===== src/rtl/decoder_pkg.sv =====
// Shared definitions for the decoder_scan block: mode and pulse-state
// encodings plus the one-hot decode helper.
package decoder_pkg;

  // Upper bound on the select width supported by onehot().
  localparam int unsigned MAX_N  = 8;
  localparam int unsigned MAX_OW = 1 << MAX_N;

  typedef enum logic [1:0] {
    MODE_DIRECT    = 2'b00,
    MODE_SCAN_UP   = 2'b01,
    MODE_SCAN_DOWN = 2'b10,
    MODE_PULSE     = 2'b11
  } mode_e;

  typedef enum logic {
    ST_IDLE   = 1'b0,
    ST_ACTIVE = 1'b1
  } pulse_state_e;

  // One-hot decode of sel; callers truncate to their own 2^N width.
  function automatic logic [MAX_OW-1:0] onehot(input logic [MAX_N-1:0] sel);
    logic [MAX_OW-1:0] v;
    v      = '0;
    v[sel] = 1'b1;
    return v;
  endfunction

endpackage


===== src/rtl/dwell_timer.sv =====
// Dwell counter shared by the scan and pulse paths.
// Ports:
//   clk, rst_n : clock, async active-low reset
//   clr_i      : clear count to zero (wins over inc_i)
//   inc_i      : increment count
//   dwell_i    : hold length in extra cycles
//   term_c     : combinational terminal flag, count >= dwell_i
module dwell_timer #(
  parameter int unsigned DW = 8
) (
  input  logic          clk,
  input  logic          rst_n,
  input  logic          clr_i,
  input  logic          inc_i,
  input  logic [DW-1:0] dwell_i,
  output logic          term_c
);

  logic [DW-1:0] cnt_q;
  logic [DW-1:0] cnt_d;

  // Next count: clear has priority, otherwise optional increment.
  always_comb begin
    cnt_d = cnt_q;
    if (clr_i) begin
      cnt_d = '0;
    end else if (inc_i) begin
      cnt_d = cnt_q + DW'(1);
    end
  end

  // Count register.
  always_ff @(posedge clk or negedge rst_n) begin
    if (!rst_n) begin
      cnt_q <= '0;
    end else begin
      cnt_q <= cnt_d;
    end
  end

  // >= so that lowering dwell mid-hold terminates on the next edge.
  assign term_c = (cnt_q >= dwell_i);

endmodule


===== src/rtl/decoder_scan.sv =====
// Registered N-to-2^N one-hot decoder with enable, auto-scan up/down with
// programmable dwell, and a timed single-output pulse.
// Ports:
//   clk, rst_n : clock, async active-low reset
//   en         : output enable; low blanks out and freezes all other state
//   mode       : 00 direct, 01 scan up, 10 scan down, 11 pulse
//   in         : select value / scan start index / pulse target
//   load       : one-cycle strobe capturing in (scan start or pulse trigger)
//   dwell      : extra cycles each output is held
//   out        : registered one-hot (or all-zero) decode
//   idx        : current active index
//   busy       : high while a pulse is active
//   wrap       : one-cycle pulse when a scan wraps around
module decoder_scan #(
  parameter int unsigned N  = 3,
  parameter int unsigned DW = 8
) (
  input  logic              clk,
  input  logic              rst_n,
  input  logic              en,
  input  logic [1:0]        mode,
  input  logic [N-1:0]      in,
  input  logic              load,
  input  logic [DW-1:0]     dwell,
  output logic [(1<<N)-1:0] out,
  output logic [N-1:0]      idx,
  output logic              busy,
  output logic              wrap
);

  import decoder_pkg::*;

  localparam int unsigned OW = 1 << N;
  localparam logic [N-1:0] IDX_MAX = N'(OW - 1);

  mode_e          mode_q,  mode_d;
  pulse_state_e   state_q, state_d;
  logic [OW-1:0]  out_q,   out_d;
  logic [N-1:0]   idx_q,   idx_d;
  logic           busy_q,  busy_d;
  logic           wrap_q,  wrap_d;

  logic           cnt_clr_c;
  logic           cnt_inc_c;
  logic           term_c;
  mode_e          mode_in_c;

  assign mode_in_c = mode_e'(mode);

  // Decode an N-bit index to this instance's output width.
  function automatic logic [OW-1:0] decode(input logic [N-1:0] s);
    return OW'(onehot(MAX_N'(s)));
  endfunction

  dwell_timer #(
    .DW (DW)
  ) u_timer (
    .clk     (clk),
    .rst_n   (rst_n),
    .clr_i   (cnt_clr_c),
    .inc_i   (cnt_inc_c),
    .dwell_i (dwell),
    .term_c  (term_c)
  );

  // Next-state and output decisions for all modes.
  always_comb begin
    mode_d    = mode_q;
    state_d   = state_q;
    idx_d     = idx_q;
    busy_d    = busy_q;
    wrap_d    = 1'b0;
    out_d     = '0;
    cnt_clr_c = 1'b0;
    cnt_inc_c = 1'b0;

    if (en) begin
      if (mode_in_c != mode_q) begin
        // Mode switch edge: drop any scan/pulse progress, keep idx.
        mode_d    = mode_in_c;
        state_d   = ST_IDLE;
        busy_d    = 1'b0;
        cnt_clr_c = 1'b1;
      end else begin
        unique case (mode_q)
          MODE_DIRECT: begin
            idx_d     = in;
            cnt_clr_c = 1'b1;
            out_d     = decode(in);
          end

          MODE_SCAN_UP, MODE_SCAN_DOWN: begin
            if (load) begin
              idx_d     = in;
              cnt_clr_c = 1'b1;
            end else if (term_c) begin
              cnt_clr_c = 1'b1;
              if (mode_q == MODE_SCAN_UP) begin
                idx_d  = idx_q + N'(1);
                wrap_d = (idx_q == IDX_MAX);
              end else begin
                idx_d  = idx_q - N'(1);
                wrap_d = (idx_q == '0);
              end
            end else begin
              cnt_inc_c = 1'b1;
            end
            out_d = decode(idx_d);
          end

          MODE_PULSE: begin
            if (load) begin
              // Trigger, or retrigger while active, on the new target.
              idx_d     = in;
              cnt_clr_c = 1'b1;
              busy_d    = 1'b1;
              state_d   = ST_ACTIVE;
              out_d     = decode(in);
            end else if (state_q == ST_ACTIVE) begin
              if (term_c) begin
                cnt_clr_c = 1'b1;
                busy_d    = 1'b0;
                state_d   = ST_IDLE;
              end else begin
                cnt_inc_c = 1'b1;
                out_d     = decode(idx_q);
              end
            end
          end
        endcase
      end
    end
  end

  // State and output registers.
  always_ff @(posedge clk or negedge rst_n) begin
    if (!rst_n) begin
      mode_q  <= MODE_DIRECT;
      state_q <= ST_IDLE;
      out_q   <= '0;
      idx_q   <= '0;
      busy_q  <= 1'b0;
      wrap_q  <= 1'b0;
    end else begin
      mode_q  <= mode_d;
      state_q <= state_d;
      out_q   <= out_d;
      idx_q   <= idx_d;
      busy_q  <= busy_d;
      wrap_q  <= wrap_d;
    end
  end

  assign out  = out_q;
  assign idx  = idx_q;
  assign busy = busy_q;
  assign wrap = wrap_q;

endmodule


===== config.mk =====
export PLATFORM = sky130hd
export DESIGN_NAME = decoder_scan
export DESIGN_NICKNAME = d
export VERILOG_FILES = /design/src/rtl/decoder_pkg.sv /design/src/rtl/dwell_timer.sv /design/src/rtl/decoder_scan.sv
export SDC_FILE = /design/constraint.sdc
export NUM_CORES = 1
export LEC_CHECK = 0
export ABC_AREA = 1
export ABC_CLOCK_PERIOD_IN_PS = 2100
export BUFFER_PORTS_ARGS = -buffer_cell sky130_fd_sc_hd__buf_2
export CAP_MARGIN = 30
export CELL_PAD_IN_SITES_DETAIL_PLACEMENT = 1
export CELL_PAD_IN_SITES_GLOBAL_PLACEMENT = 1
export CORE_MARGIN = 4
export CORE_UTILIZATION = 41
export CTS_CLUSTER_DIAMETER = 80
export DETAILED_ROUTE_END_ITERATION = 7
export GPL_TIMING_DRIVEN = 0
export PLACE_DENSITY_LB_ADDON = 0.1
export SETUP_SLACK_MARGIN = 0.15
export SYNTH_ARGS = -nofsm -noshare
export SYNTH_HDL_FRONTEND = slang
export SYNTH_SLANG_ARGS = --single-unit
export TNS_END_PERCENT = 1

===== constraint.sdc =====
create_clock -name clk -period 2.1 [get_ports clk]
set_input_delay 0.105 -clock clk [delete_from_list [all_inputs] [get_ports clk]]
set_output_delay 0.105 -clock clk [all_outputs]
set_load 0.005 [all_outputs]

Word-level counts from Yosys, hierarchy flattened
Index checks and enable logic that the tools add are counted.
{"block": "classes", "addsub": 3, "n_mul": 0, "div": 0, "magnitude_cmp": 7, "n_eq_ne": 6, "n_shift": 0, "muxes": 50, "bitwise": 1, "reduce_logical": 14}
{"cell": "2-to-1 mux 8 bit", "n": 7}
{"cell": "2-to-1 mux 1 bit", "n": 29}
{"cell": "less-than comparator 3 x 9 -> 1 bit (second input constant)", "n": 3}
{"cell": "one-hot mux 8 bit (3 select lines)", "n": 1}
{"cell": "2-to-1 mux 3 bit", "n": 7}
{"cell": "demux 1 bit (select 3 bit)", "n": 3}
{"cell": "greater-or-equal comparator 3 x 1 -> 1 bit (second input constant)", "n": 3}
{"cell": "one-hot mux 3 bit (3 select lines)", "n": 1}
{"cell": "adder 8 x 1 -> 8 bit (second input constant)", "n": 1}
{"cell": "greater-or-equal comparator 8 bit", "n": 1}
{"cell": "nonzero test 3 bit", "n": 2}
{"cell": "equality test 2 bit (second input constant)", "n": 2}
{"cell": "AND reduction 2 bit", "n": 2}
{"cell": "AND reduction 4 bit", "n": 1}
{"cell": "nonzero test 2 bit", "n": 2}
{"cell": "adder 3 x 1 -> 3 bit (second input constant)", "n": 1}
{"cell": "equality test 3 bit (second input constant)", "n": 1}
{"cell": "logical AND 1 bit", "n": 3}
{"cell": "logical NOT 3 bit", "n": 1}
{"cell": "one-hot mux 1 bit (3 select lines)", "n": 1}
{"cell": "AND reduction 3 bit", "n": 1}
{"cell": "subtractor 3 x 1 -> 3 bit (second input constant)", "n": 1}
{"cell": "equality test 2 x 1 -> 1 bit (second input constant)", "n": 1}
{"cell": "logical NOT 2 bit", "n": 1}
{"cell": "5 further kinds", "n": 5}
{"block": "word_totals", "regBits": 24, "latchBits": 0, "mem_bits_rw": 0, "romBits": 0, "inputBits": 17, "output_inout_bits": 13, "n_memories": 0}

Longest topological paths before layout
Gate-level depths: netlist (run 1).
{"block": "depth", "depth_word": 14, "mapped_depth": 16, "ltp_nobuf": 15}

Cells and area by module
A second synthesis (run 1) with hierarchy kept.
{"block": "hier_totals", "cells_unflattened": 266, "area_unflattened_um2": 1949.4}
{"module": "decoder_scan", "instances": 1, "cells_each": 177, "area_per_inst_um2": 1307.5}
{"module": "dwell_timer", "instances": 1, "cells_each": 89, "area_per_inst_um2": 641.9}

Worst setup path before layout (run 1)
No wires, ideal clock.
{"block": "synth_timing", "kind": "reg2reg", "start": "register mode_q[0]", "end": "register out_q[0], in the netlist out[0]", "setup_time_ns": 0.073, "arrival_time_ns": 1.727, "t_required_ns": 2.027, "setup_slack_ns": 0.300, "path_stages_with_launch": 11, "period_less_slack_ns": 1.800, "path_cell_list": "dfrtp_1 > ha_1 > fa_1 > inv_1 > xor2_1 > nand2_2 > nand3_1 > nand2_1 > nor2_1 > nand2_1 > a21oi_2"}
{"block": "synth_via", "elab_chain_len": 14, "elab_cells_between_ends": 20, "classes_between": "2 x order compare; 4 x eq/ne; 11 x mux; 3 x reduce/logical"}
{"item": "from (decl)", "line_no": "decoder_scan.sv:36", "source": "mode_e mode_q, mode_d;"}
{"item": "from (signal assigned)", "line_no": "decoder_scan.sv:145", "source": "mode_q <= mode_d;"}
{"item": "equality test 2 x 1 -> 1 bit", "line_no": "decoder_scan.sv:85, decoder_scan.sv:98"}
{"item": "2-to-1 mux 3 bit", "line_no": "decoder_scan.sv:98", "source": "if (mode_q == MODE_SCAN_UP) begin"}
{"item": "2-to-1 mux 3 bit", "line_no": "decoder_scan.sv:96", "source": "end else if (term_c) begin"}
{"item": "2-to-1 mux 3 bit", "line_no": "decoder_scan.sv:93", "source": "if (load) begin"}
{"item": "2-to-1 mux 3 bit", "line_no": "decoder_scan.sv:85", "source": "unique case (mode_q)"}
{"item": "2-to-1 mux 3 bit", "line_no": "decoder_scan.sv:78", "source": "if (mode_in_c != mode_q) begin"}
{"item": "2-to-1 mux 3 bit", "line_no": "decoder_scan.sv:77", "source": "if (en) begin"}
{"item": "less-than comparator 3 x 9 -> 1 bit (not written as such) or greater-or-equal comparator 3 x 1 -> 1 bit (tied branches)", "line_no": "decoder_pkg.sv:25", "source": "v[sel] = 1'b1;"}
{"item": "logical AND 1 bit (not written as such)", "line_no": "decoder_pkg.sv:25"}
{"item": "2-to-1 mux 1 bit (not written as such)", "line_no": "decoder_pkg.sv:25"}
{"item": "demux 1 bit (select 3 bit)", "line_no": "decoder_pkg.sv:25"}
{"item": "one-hot mux 8 bit (3 select lines)", "line_no": "decoder_scan.sv:85"}
{"item": "2-to-1 mux 8 bit *", "line_no": "decoder_scan.sv:78"}
{"item": "2-to-1 mux 8 bit *", "line_no": "decoder_scan.sv:77"}
{"item": "named net out_d[0]", "line_no": "decoder_scan.sv:38", "source": "logic [OW-1:0] out_q, out_d;"}
{"item": "to (signal assigned)", "line_no": "decoder_scan.sv:147", "source": "out_q <= out_d;"}
{"item": "to (decl)", "line_no": "decoder_scan.sv:38"}
The timed path passes the listed nets; every way through them passes the cells marked *. The select of a mux whose other input is x is not followed.
A chain may end at the register's enable or synchronous reset.

Worst setup path in the final report (run 1)
{"block": "layout_timing", "start": "register u_timer.cnt_q[6]", "end": "register out_q[4], in the netlist out[4]"}
{"block": "layout_via", "elab_chain_len": 13, "elab_cells_between_ends": 17, "classes_between": "3 x order compare; 13 x mux; 1 x reduce/logical"}
{"item": "from (decl)", "line_no": "dwell_timer.sv:19", "source": "logic [DW-1:0] cnt_q;"}
{"item": "from (signal assigned)", "line_no": "dwell_timer.sv:37", "source": "cnt_q <= cnt_d;"}
{"item": "greater-or-equal comparator 8 bit *", "line_no": "dwell_timer.sv:42", "source": "assign term_c = (cnt_q >= dwell_i);"}
{"item": "2-to-1 mux 3 bit", "line_no": "decoder_scan.sv:96"}
{"item": "2-to-1 mux 3 bit", "line_no": "decoder_scan.sv:93"}
{"item": "2-to-1 mux 3 bit", "line_no": "decoder_scan.sv:85"}
{"item": "2-to-1 mux 3 bit", "line_no": "decoder_scan.sv:78"}
{"item": "2-to-1 mux 3 bit", "line_no": "decoder_scan.sv:77"}
{"item": "less-than comparator 3 x 9 -> 1 bit (not written as such) or greater-or-equal comparator 3 x 1 -> 1 bit (tied branches)", "line_no": "decoder_pkg.sv:25"}
{"item": "logical AND 1 bit (not written as such)", "line_no": "decoder_pkg.sv:25"}
{"item": "2-to-1 mux 1 bit (not written as such)", "line_no": "decoder_pkg.sv:25"}
{"item": "demux 1 bit (select 3 bit)", "line_no": "decoder_pkg.sv:25"}
{"item": "one-hot mux 8 bit (3 select lines) *", "line_no": "decoder_scan.sv:85"}
{"item": "2-to-1 mux 8 bit *", "line_no": "decoder_scan.sv:78"}
{"item": "2-to-1 mux 8 bit *", "line_no": "decoder_scan.sv:77"}
{"item": "named net out_d[4]", "line_no": "decoder_scan.sv:38"}
Marks and branches as above.

==> results.json, run 1 <==
{
  "grt_max_degree": 25,
  "hold_viol_final": 0,
  "place_inst": 375,
  "antennaDiodeCount": 0,
  "cts_root_buf": "clkbuf_8",
  "gr-usage-met2_pct": 38.0,
  "synth_top_cell_area_share_pct": 29.5,
  "ys_ff_latch": 24,
  "stdcell_count": 396,
  "synth_nets": 311,
  "p_clk_share_pct": 21.0,
  "irDropWorstVdd_uv": 379,
  "path_class": "reg -> reg",
  "combPwrFrac_pct": 44.7,
  "antenna_left": 0,
  "syn_area_per_cell_um2": 7.24,
  "crit_chain": "ha_4 > nand2_4 > nor2_4 > nand2_4 > nand3_4 > buf_8 > nand2_2 > nand3_2 > nand2_2 > nor2_4 > nand2_2 > a21oi_4",
  "intPower_uw": 934,
  "crit_path_end_kind": "flop",
  "grt_pass1_vias": 2144,
  "gp_congestion": 0.933,
  "cts_buffers": 3,
  "cp_slowest_cell": "dfrtp_1",
  "r2r-end": "out[4]",
  "cp_data_arrival_time_ns": 2.20,
  "portBuffers": 27,
  "grt-ovfl-total": 0,
  "ys_warn_count": 0,
  "clk_pin_slew_ns": 0.10,
  "synth_cell_types": 34,
  "cp.depth": 12,
  "multiInputGateArea_mm2": 0.00145,
  "period_minus_slack_ns": 2.00,
  "die_w_um": 78.5,
  "outcome": "complete, no violations",
  "r2r-start": "u_timer.cnt_q[6]",
  "tightestPinTransition_ns": 0.565,
  "drtIter0Drc": 87,
  "area_growth_pct": 32.3,
  "design.die.area_mm2": 0.00616,
  "yosysSeqAreaShare_pct": 29.5,
  "crit_path_max_fanout": 5,
  "synthArstFlopShare_pct": 100,
  "grt_pass1_wl_um": 10500,
  "regArea_um2": 604,
  "netlist_top_cells_area": "dfrtp_1 (30%), nand2_1 (11%), ha_1 (7.4%)",
  "cp_slowest_stage_delay_ns": 0.43,
  "critPathLaunch": "u_timer.cnt_q[6]",
  "clockBufferDepth": 2,
  "num_rows": 25,
  "synth_edf_count": 0,
  "nFillCells": 620,
  "min_path_cells": 3,
  "post-route-util_pct": 56.7,
  "leakage_uw": 0.00127,
  "power_uw": 1620,
  "drc": 0,
  "clock_latency_ns": 0.27,
  "die_h_um": 78.5,
  "regToRegSetupSlack_ns": 0.10,
  "start_kind": "flop",
  "core_area_mm2": 0.00475,
  "netSwitchingFraction_pct": 42.4,
  "vias": 2089,
  "setup_tns_ns": 0,
  "fmax_mhz": 501,
  "synthesis.area_mm2": 0.00204,
  "slew_headroom_pct": 62.3,
  "drive_above_1_share_pct": 38.6,
  "p_sw_uw": 688,
  "yosysMostFrequentCell": "nand2_1",
  "preCtsSetupSlack_ns": -0.00667,
  "p_per_area_mw_per_mm2": 602,
  "cp-endpoint": "out[4]",
  "wire_per_inst_um": 16.6,
  "drv_cap": 0,
  "cpLargestDelayFamily": "simple AND/OR/NAND/NOR gates",
  "rsz0062_at_grt": "true",
  "grt_use_met3_pct": 2.29,
  "start_util_pct": 42.8,
  "ioPinCount": 30,
  "wl_um": 6570,
  "grt_usage_pct": 21.5,
  "firstDrtPassIters": 4,
  "cts_tree": "built",
  "fin_skew_ns": 0.00218,
  "synth_top_area_cell": "dfrtp_1",
  "setup_viol": 0,
  "worst_ep_required_time_ns": 2.30,
  "nNetsFinal": 360,
  "via_per_inst": 5.28,
  "busiest_layer": "met2",
  "fin_crit_sh_pct": 95.0,
  "finalMaxSlewViolations": 0,
  "timing.critical_path.buf_inv": 1,
  "antenna_found_initial": 0,
  "seq_power_share_pct": 34.3,
  "reg2regPathDepth": 12,
  "hp-class": "in -> reg",
  "cts.sinks": 24,
  "synth_common_cells": "nand2_1 (58), inv_1 (39), dfrtp_1 (24), nand3_1 (17), nor2_1 (16)",
  "met1_usage_pct": 27.4,
  "fin_ws_ns": 0.104,
  "ys.flop_type": "dfrtp_1",
  "syn_inst": 281,
  "crit_path_frequent_cell": "nand2_2",
  "dp_hpwl_um": 4540,
  "cts_htree_levels": 1
}
==> kinds of logic after synthesis <==
logic type,after synthesis,synth area share (%)
buffers and inverters,51,10.0
XOR/XNOR,5,2.15
adder cells (fa/ha/maj),13,8.36
multiplexers,1,0.492
AO/OA/AOI/OAI,49,14.8
AND/OR/NAND/NOR,138,34.7
flip-flops,24,29.5
==> sequential cells by signal, summed over array words and instances, names as in the netlist <==
register and flops:
busy 1, idx 3, mode_q 2, out 8
state_q 1, u_timer.cnt_q 8, wrap 1
==> layout by cell type (no fill, tap or decap), drive strengths merged <==
cell type    instances
nor3b                1
buf                 46
a31oi                7
dfrtp               24
xnor2                2
inv                 45
nor2                23
nor4                 1
nand3               21
o21ai               16
mux2i                1
nand4                8
o31ai                1
o22ai                2
ha                  12
xor2                 3
nand2               69
nor3                14
clkbuf               7
and3                 1
a21o                 1
a22oi                1
a21oi               21
dlygate4sd3          1
fa                   1
==> how the worst min path moves through the flow <==
stage	end	from	slack (ns)
floorplan	busy	rst_n	-0.19
global placement	u_timer.cnt_q[3]	rst_n	0.13
detailed placement	u_timer.cnt_q[3]	rst_n	0.14
CTS	mode_q[1]	mode[1]	0.07
global route	mode_q[0]	mode[0]	0.10
finish	mode_q[1]	mode[1]	0.07
==> cell type report <==
type | instances | share of cell area [%]
inverters | 45 | 6.36
well taps | 67 | 3.11
multi-input cells | 206 | 53.7
flip-flops and latches | 24 | 22.4
plain buffers | 6 | 1.49
repair buffers | 44 | 10.9
clock buffers | 4 | 2.04
==> timing repair <==
item,4_1_cts,5_1_grt
resized for setup,17,34
endpoints found under the setup margin,16,20
pin swaps,12,16
endpoints found under the hold margin,24,0
hold buffers,1,0
cloned,1,0
buffers inserted,13,2
==> worst reg2reg max path, stage by stage (launching register included) <==
cell     delay [ns]
dfrtp_1        0.43
ha_4           0.29
nand2_4        0.06
nor2_4         0.17
nand2_4        0.09
nand3_4        0.14
buf_8          0.14
nand2_2        0.06
nand3_2        0.07
nand2_2        0.11
nor2_4         0.15
nand2_2        0.08
a21oi_4        0.14
==> layer usage <==
layer / wire, um / part of all wire [%]
met1: 2920 / 45
met5: 0 / 0
met3: 199 / 3.0
met4: 70 / 1.1
met2: 3370 / 51
==> per-stage QoR <==
| step | instance area, um^2 | hold slack [ns] |
|---|---|---|
| floorplan | 2040 | -0.191 |
| global placement | 2250 | 0.131 |
| detailed placement | 2250 | 0.139 |
| CTS | 2520 | 0.0748 |
| global route | 2690 | 0.104 |
| finish | 2690 | 0.0731 |
==> power by group through the flow <==
stage / clock network (uW) / logic (uW) / registers (uW)
after floorplan: 0 / 428 / 553
after global placement: 0 / 591 / 559
after detailed placement: 0 / 605 / 558
after CTS: 345 / 648 / 548
after global routing: 365 / 809 / 562
final: 341 / 725 / 556
(Power assumes the default switching activity.)
==> run 2: changes to the inputs <==
Settings changed: ABC_CLOCK_PERIOD_IN_PS 2100 to 2500, CORE_UTILIZATION 41 to 45, PLACE_DENSITY set to 0.85, PLACE_DENSITY_LB_ADDON 0.1 to not set.
Clock period 2.1 ns to 2.5 ns, I/O delays scaled along.
==> results.json, run 2 (synthesis results as in run 1) <==
{
  "layout_common_cells": "nand2_1 (58), inv_1 (39), buf_2 (28)",
  "core_area_mm2": 0.00435,
  "grt-ovfl-total": 0,
  "hold_slack_ns": 0.0887,
  "grt_pass1_wl_um": 9290,
  "hp-class": "in -> reg",
  "r2r-start": "u_timer.cnt_q[1]",
  "design.die.area_mm2": 0.00566,
  "drv_cap": 0,
  "crit_path_max_fanout": 10,
  "cp_data_arrival_time_ns": 2.32,
  "grt_usage_pct": 21.3,
  "regToRegSetupSlack_ns": 0.38,
  "cts_root_buf": "clkbuf_8",
  "num_rows": 24,
  "outcome": "complete, no violations",
  "die_h_um": 75.3,
  "crit_path_end_kind": "flop",
  "place_area_mm2": 0.00224,
  "cts_tree": "built",
  "rsz0062_at_grt": "false",
  "fin_crit_sh_pct": 84.7,
  "area_growth_pct": 14.3,
  "antenna_found_initial": 0,
  "drc": 0,
  "grt_pass1_vias": 2019,
  "combPwrFrac_pct": 39.1,
  "antennaDiodeCount": 0,
  "slew_headroom_pct": 52.0,
  "ioPinCount": 30,
  "holdCritStartpoint": "mode[0]",
  "p_clk_share_pct": 26.0,
  "firstDrtPassIters": 4,
  "start_util_pct": 46.8,
  "final_common_cell": "nand2_1",
  "leakage_uw": 0.00114,
  "clockBufferDepth": 2,
  "cts.sinks": 24,
  "start_kind": "flop",
  "die_w_um": 75.3,
  "nNetsFinal": 344,
  "intPower_uw": 817,
  "worst_ep_required_time_ns": 2.70,
  "post-route-util_pct": 53.4,
  "gp_congestion": 0.910,
  "portBuffers": 27,
  "cts_htree_levels": 1,
  "clk_pin_slew_ns": 0.09,
  "drtIter0Drc": 110,
  "tightestPinTransition_ns": 0.718,
  "fin_skew_ns": 0.00666,
  "setup_viol": 0,
  "path_class": "reg -> reg",
  "fmax_mhz": 472,
  "clock_latency_ns": 0.27,
  "cts_buffers": 3,
  "drive_above_1_share_pct": 25.2,
  "critPathLaunch": "u_timer.cnt_q[1]",
  "antenna_left": 0,
  "seq_power_share_pct": 34.9,
  "setup_tns_ns": 0,
  "p_sw_uw": 514,
  "fin_area_mm2": 0.00233,
  "dp_hpwl_um": 4470,
  "hold_viol_final": 0,
  "via_per_inst": 5.41,
  "irDropWorstVdd_uv": 432,
  "wl_um": 5470,
  "netSwitchingFraction_pct": 38.6,
  "finalMaxSlewViolations": 0,
  "grt_max_degree": 25,
  "cts_setup_buffers": 0,
  "nFillCells": 582,
  "vias": 1976,
  "p_per_area_mw_per_mm2": 572,
  "wire_per_inst_um": 15.0,
  "period_minus_slack_ns": 2.12
}
run 2: power by group through the flow:
| stage | registers (uW) | logic, uW | clock network, uW |
|---|---|---|---|
| 6_report | 464 | 520 | 347 |
| 4_1_cts | 464 | 508 | 360 |
| 3_3_place_gp | 471 | 493 | 0 |
| 5_1_grt | 472 | 587 | 374 |
| 2_1_floorplan | 465 | 360 | 0 |
| 3_5_place_dp | 471 | 505 | 0 |
run 2: repair_timing:
item | CTS | global route
hold endpoints to repair | 24 | 0
resized for setup | 0 | 2
hold buffers | 1 | 0
setup endpoints to repair | 0 | 2
run 2: stage by stage:
| stage | power [uW] | setup WS, ns | std cells |
|---|---|---|---|
| floorplan | 825 | 0.700 | 281 |
| global placement | 963 | 0.437 | 360 |
| detailed placement | 975 | 0.382 | 360 |
| CTS | 1330 | 0.349 | 365 |
| global route | 1430 | 0.187 | 365 |
| finish | 1330 | 0.383 | 365 |
run 2: final cells by class:
| class | instances | area (um^2) | share of cell area, % |
|---|---|---|---|
| clock buffers | 3 | 41.3 | 1.77 |
| multi-input cells | 206 | 1240 | 53.3 |
| well taps | 52 | 65.1 | 2.80 |
| plain buffers | 6 | 35.0 | 1.51 |
| repair buffers | 28 | 145 | 6.24 |
| inverters | 45 | 169 | 7.26 |
| clock inverters | 1 | 30.0 | 1.29 |
| flip-flops and latches | 24 | 601 | 25.8 |
run 2: final timing paths:
| path | to | cells after the start |
|---|---|---|
| min in group asynchronous | idx[2] | 2 |
| max in group asynchronous | u_timer.cnt_q[4] | 2 |
| setup / recovery | out[6] | 14 |
| hold reg to reg | busy | 2 |
| setup reg to reg | out[6] | 14 |
| hold / removal | mode_q[0] | 3 |
run 2: per-layer routing:
metal | up-vias | wire [um] | track usage [%]
met3 | 4 | 166 | 2.54
met1 | 956 | 2670 | 29.7
li1 | 985 | - | -
met2 | 31 | 2610 | 35.8
met5 | - | 0 | 0
met4 | 0 | 30 | 3.69
run 2: critical path, stage by stage, from the launching register on:
cell and delay (ns):
dfrtp_1 0.43, ha_1 0.31, nand2_1 0.07, nand2_1 0.05
nand2_1 0.04, nand2_1 0.10, nand2_2 0.13, nand3_2 0.13
buf_6 0.16, nand2_1 0.07, nand3_1 0.10, nand2_1 0.09
nor2_1 0.15, nand2_1 0.09, a21oi_2 0.13
==> run 3: changes to the inputs <==
Settings changed: ABC_CLOCK_PERIOD_IN_PS 2500 to 1700, CORE_UTILIZATION 45 to 37, PLACE_DENSITY 0.85 to 0.75.
Clock period 2.5 ns to 1.7 ns, I/O delays scaled along.
==> results.json, run 3 (synthesis results as in run 1) <==
{
  "period_minus_slack_ns": 1.97,
  "core_area_mm2": 0.00520,
  "cp.depth": 10,
  "place_area_mm2": 0.00228,
  "fin_area_mm2": 0.00271,
  "cts.sinks": 24,
  "cts_tree": "built",
  "reg2regPathDepth": 10,
  "path_class": "reg -> reg",
  "leakage_uw": 0.00127,
  "gp_congestion": 0.932,
  "cp_data_arrival_time_ns": 2.14,
  "grt_max_degree": 25,
  "fin_ws_ns": -0.275,
  "multiInputGateArea_mm2": 0.00147,
  "layout_common_cells": "nand2_1 (51), inv_1 (37), buf_2 (28)",
  "drv_cap": 0,
  "die_w_um": 82.2,
  "cts_buffers": 3,
  "firstDrtPassIters": 4,
  "power_uw": 1960,
  "dp_hpwl_um": 4500,
  "antenna_left": 0,
  "area_growth_pct": 33.3,
  "grt-ovfl-total": 0,
  "worst_ep_required_time_ns": 1.86,
  "setup_viol": 21,
  "timing.critical_path.buf_inv": 3,
  "hp-class": "in -> reg",
  "clock_latency_ns": 0.27,
  "outcome": "finished with violations",
  "slew_headroom_pct": 60.9,
  "p_per_area_mw_per_mm2": 722,
  "cts_root_buf": "clkbuf_8",
  "cpLargestDelayFamily": "simple AND/OR/NAND/NOR gates",
  "r2r-start": "u_timer.cnt_q[7]",
  "hold_viol_final": 0,
  "start_util_pct": 39.1,
  "grt_pass1_vias": 2218,
  "antenna_found_initial": 0,
  "wire_per_inst_um": 16.8,
  "cp_slowest_cell": "dfrtp_1",
  "tightestPinTransition_ns": 0.587,
  "grt_pass1_wl_um": 10900,
  "drtIter0Drc": 110,
  "critPathLaunch": "u_timer.cnt_q[7]",
  "setup_tns_ns": -4.27,
  "holdCritStartpoint": "mode[0]",
  "clk_pin_slew_ns": 0.09,
  "antennaDiodeCount": 0,
  "cp-endpoint": "u_timer.cnt_q[6]",
  "design.die.area_mm2": 0.00675,
  "irDropWorstVdd_uv": 535,
  "finalMaxSlewViolations": 0,
  "via_per_inst": 5.48,
  "wl_um": 6660,
  "fin_skew_ns": 0.00163,
  "ioPinCount": 30,
  "crit_chain": "ha_4 > a21o_1 > nor2_4 > nand3_4 > buf_4 > inv_2 > nand2_8 > inv_6 > and3_1 > nor3_2",
  "cts_htree_levels": 1,
  "drc": 0,
  "nNetsFinal": 359,
  "hold_slack_ns": 0.0591,
  "nFillCells": 657,
  "portBuffers": 27,
  "drive_above_1_share_pct": 39.1,
  "fin_crit_sh_pct": 116,
  "grt_usage_pct": 21.1,
  "crit_path_end_kind": "flop",
  "final_common_cell": "nand2_1",
  "violations": "setup timing",
  "rsz0062_at_grt": "true",
  "die_h_um": 82.2,
  "crit_path_max_fanout": 9,
  "cp_slowest_stage_delay_ns": 0.43,
  "num_rows": 26,
  "start_kind": "flop",
  "clockBufferDepth": 2,
  "vias": 2175,
  "regToRegSetupSlack_ns": -0.27,
  "r2r-end": "u_timer.cnt_q[6]",
  "regArea_um2": 604,
  "fmax_mhz": 506
}
[run 3: worst min-delay path by stage]
stage	endpoint	cells past startpoint	slack [ns]
global placement	u_timer.cnt_q[3]	1	0.11
CTS	mode_q[0]	3	0.06
global route	mode_q[0]	3	0.08
floorplan	busy	0	-0.21
detailed placement	u_timer.cnt_q[3]	1	0.12
finish	mode_q[0]	3	0.06
[run 3: cell type report]
cell class | count | area share [%]
tap | 70 | 3.23
clock buffer | 3 | 1.52
buffer | 6 | 1.48
timing repair buffer | 43 | 10.8
multi-input combinational | 206 | 54.2
inverter | 45 | 6.41
sequential | 24 | 22.3
[run 3: what timing repair did]
| action | CTS | global route |
|---|---|---|
| hold buffers | 1 | 0 |
| endpoints found under the setup margin | 22 | 22 |
| gates cloned | 1 | 0 |
| endpoints found under the hold margin | 24 | 0 |
| buffers inserted | 12 | 2 |
| resized for setup | 33 | 20 |
| pin swaps | 16 | 18 |
[run 3: per-layer routing]
layer / share of wire, % / global-route usage [%] / vias to the layer above
met1: 41 / 26.1 / 1069
met4: 2.4 / 6.81 / 0
li1: - / - / 1020
met2: 51 / 36.8 / 69
met5: 0 / 0 / -
met3: 5.7 / 3.80 / 17
[run 3: through the flow]
step	std cells	utilization [%]	setup WS, ns
5_1_grt	397	52.1	-0.373
6_report	397	52.1	-0.275
2_1_floorplan	281	-	-0.0456
3_3_place_gp	378	43.7	-0.336
3_5_place_dp	378	43.7	-0.377
4_1_cts	395	49.8	-0.226
[run 3: where the power goes]
part	total, uW	internal, uW	switching, uW	leakage (uW)
logic	915	326	590	0.000929
registers	686	625	61.3	0.000320
clock network	356	159	196	0.0000216
[run 3: worst register-to-register path, cell delays in order, from the launching register on]
cell and delay (ns):
dfrtp_1 0.43, ha_4 0.27, a21o_1 0.19, nor2_4 0.18, nand3_4 0.15, buf_4 0.16
inv_2 0.08, nand2_8 0.09, inv_6 0.10, and3_1 0.17, nor3_2 0.05
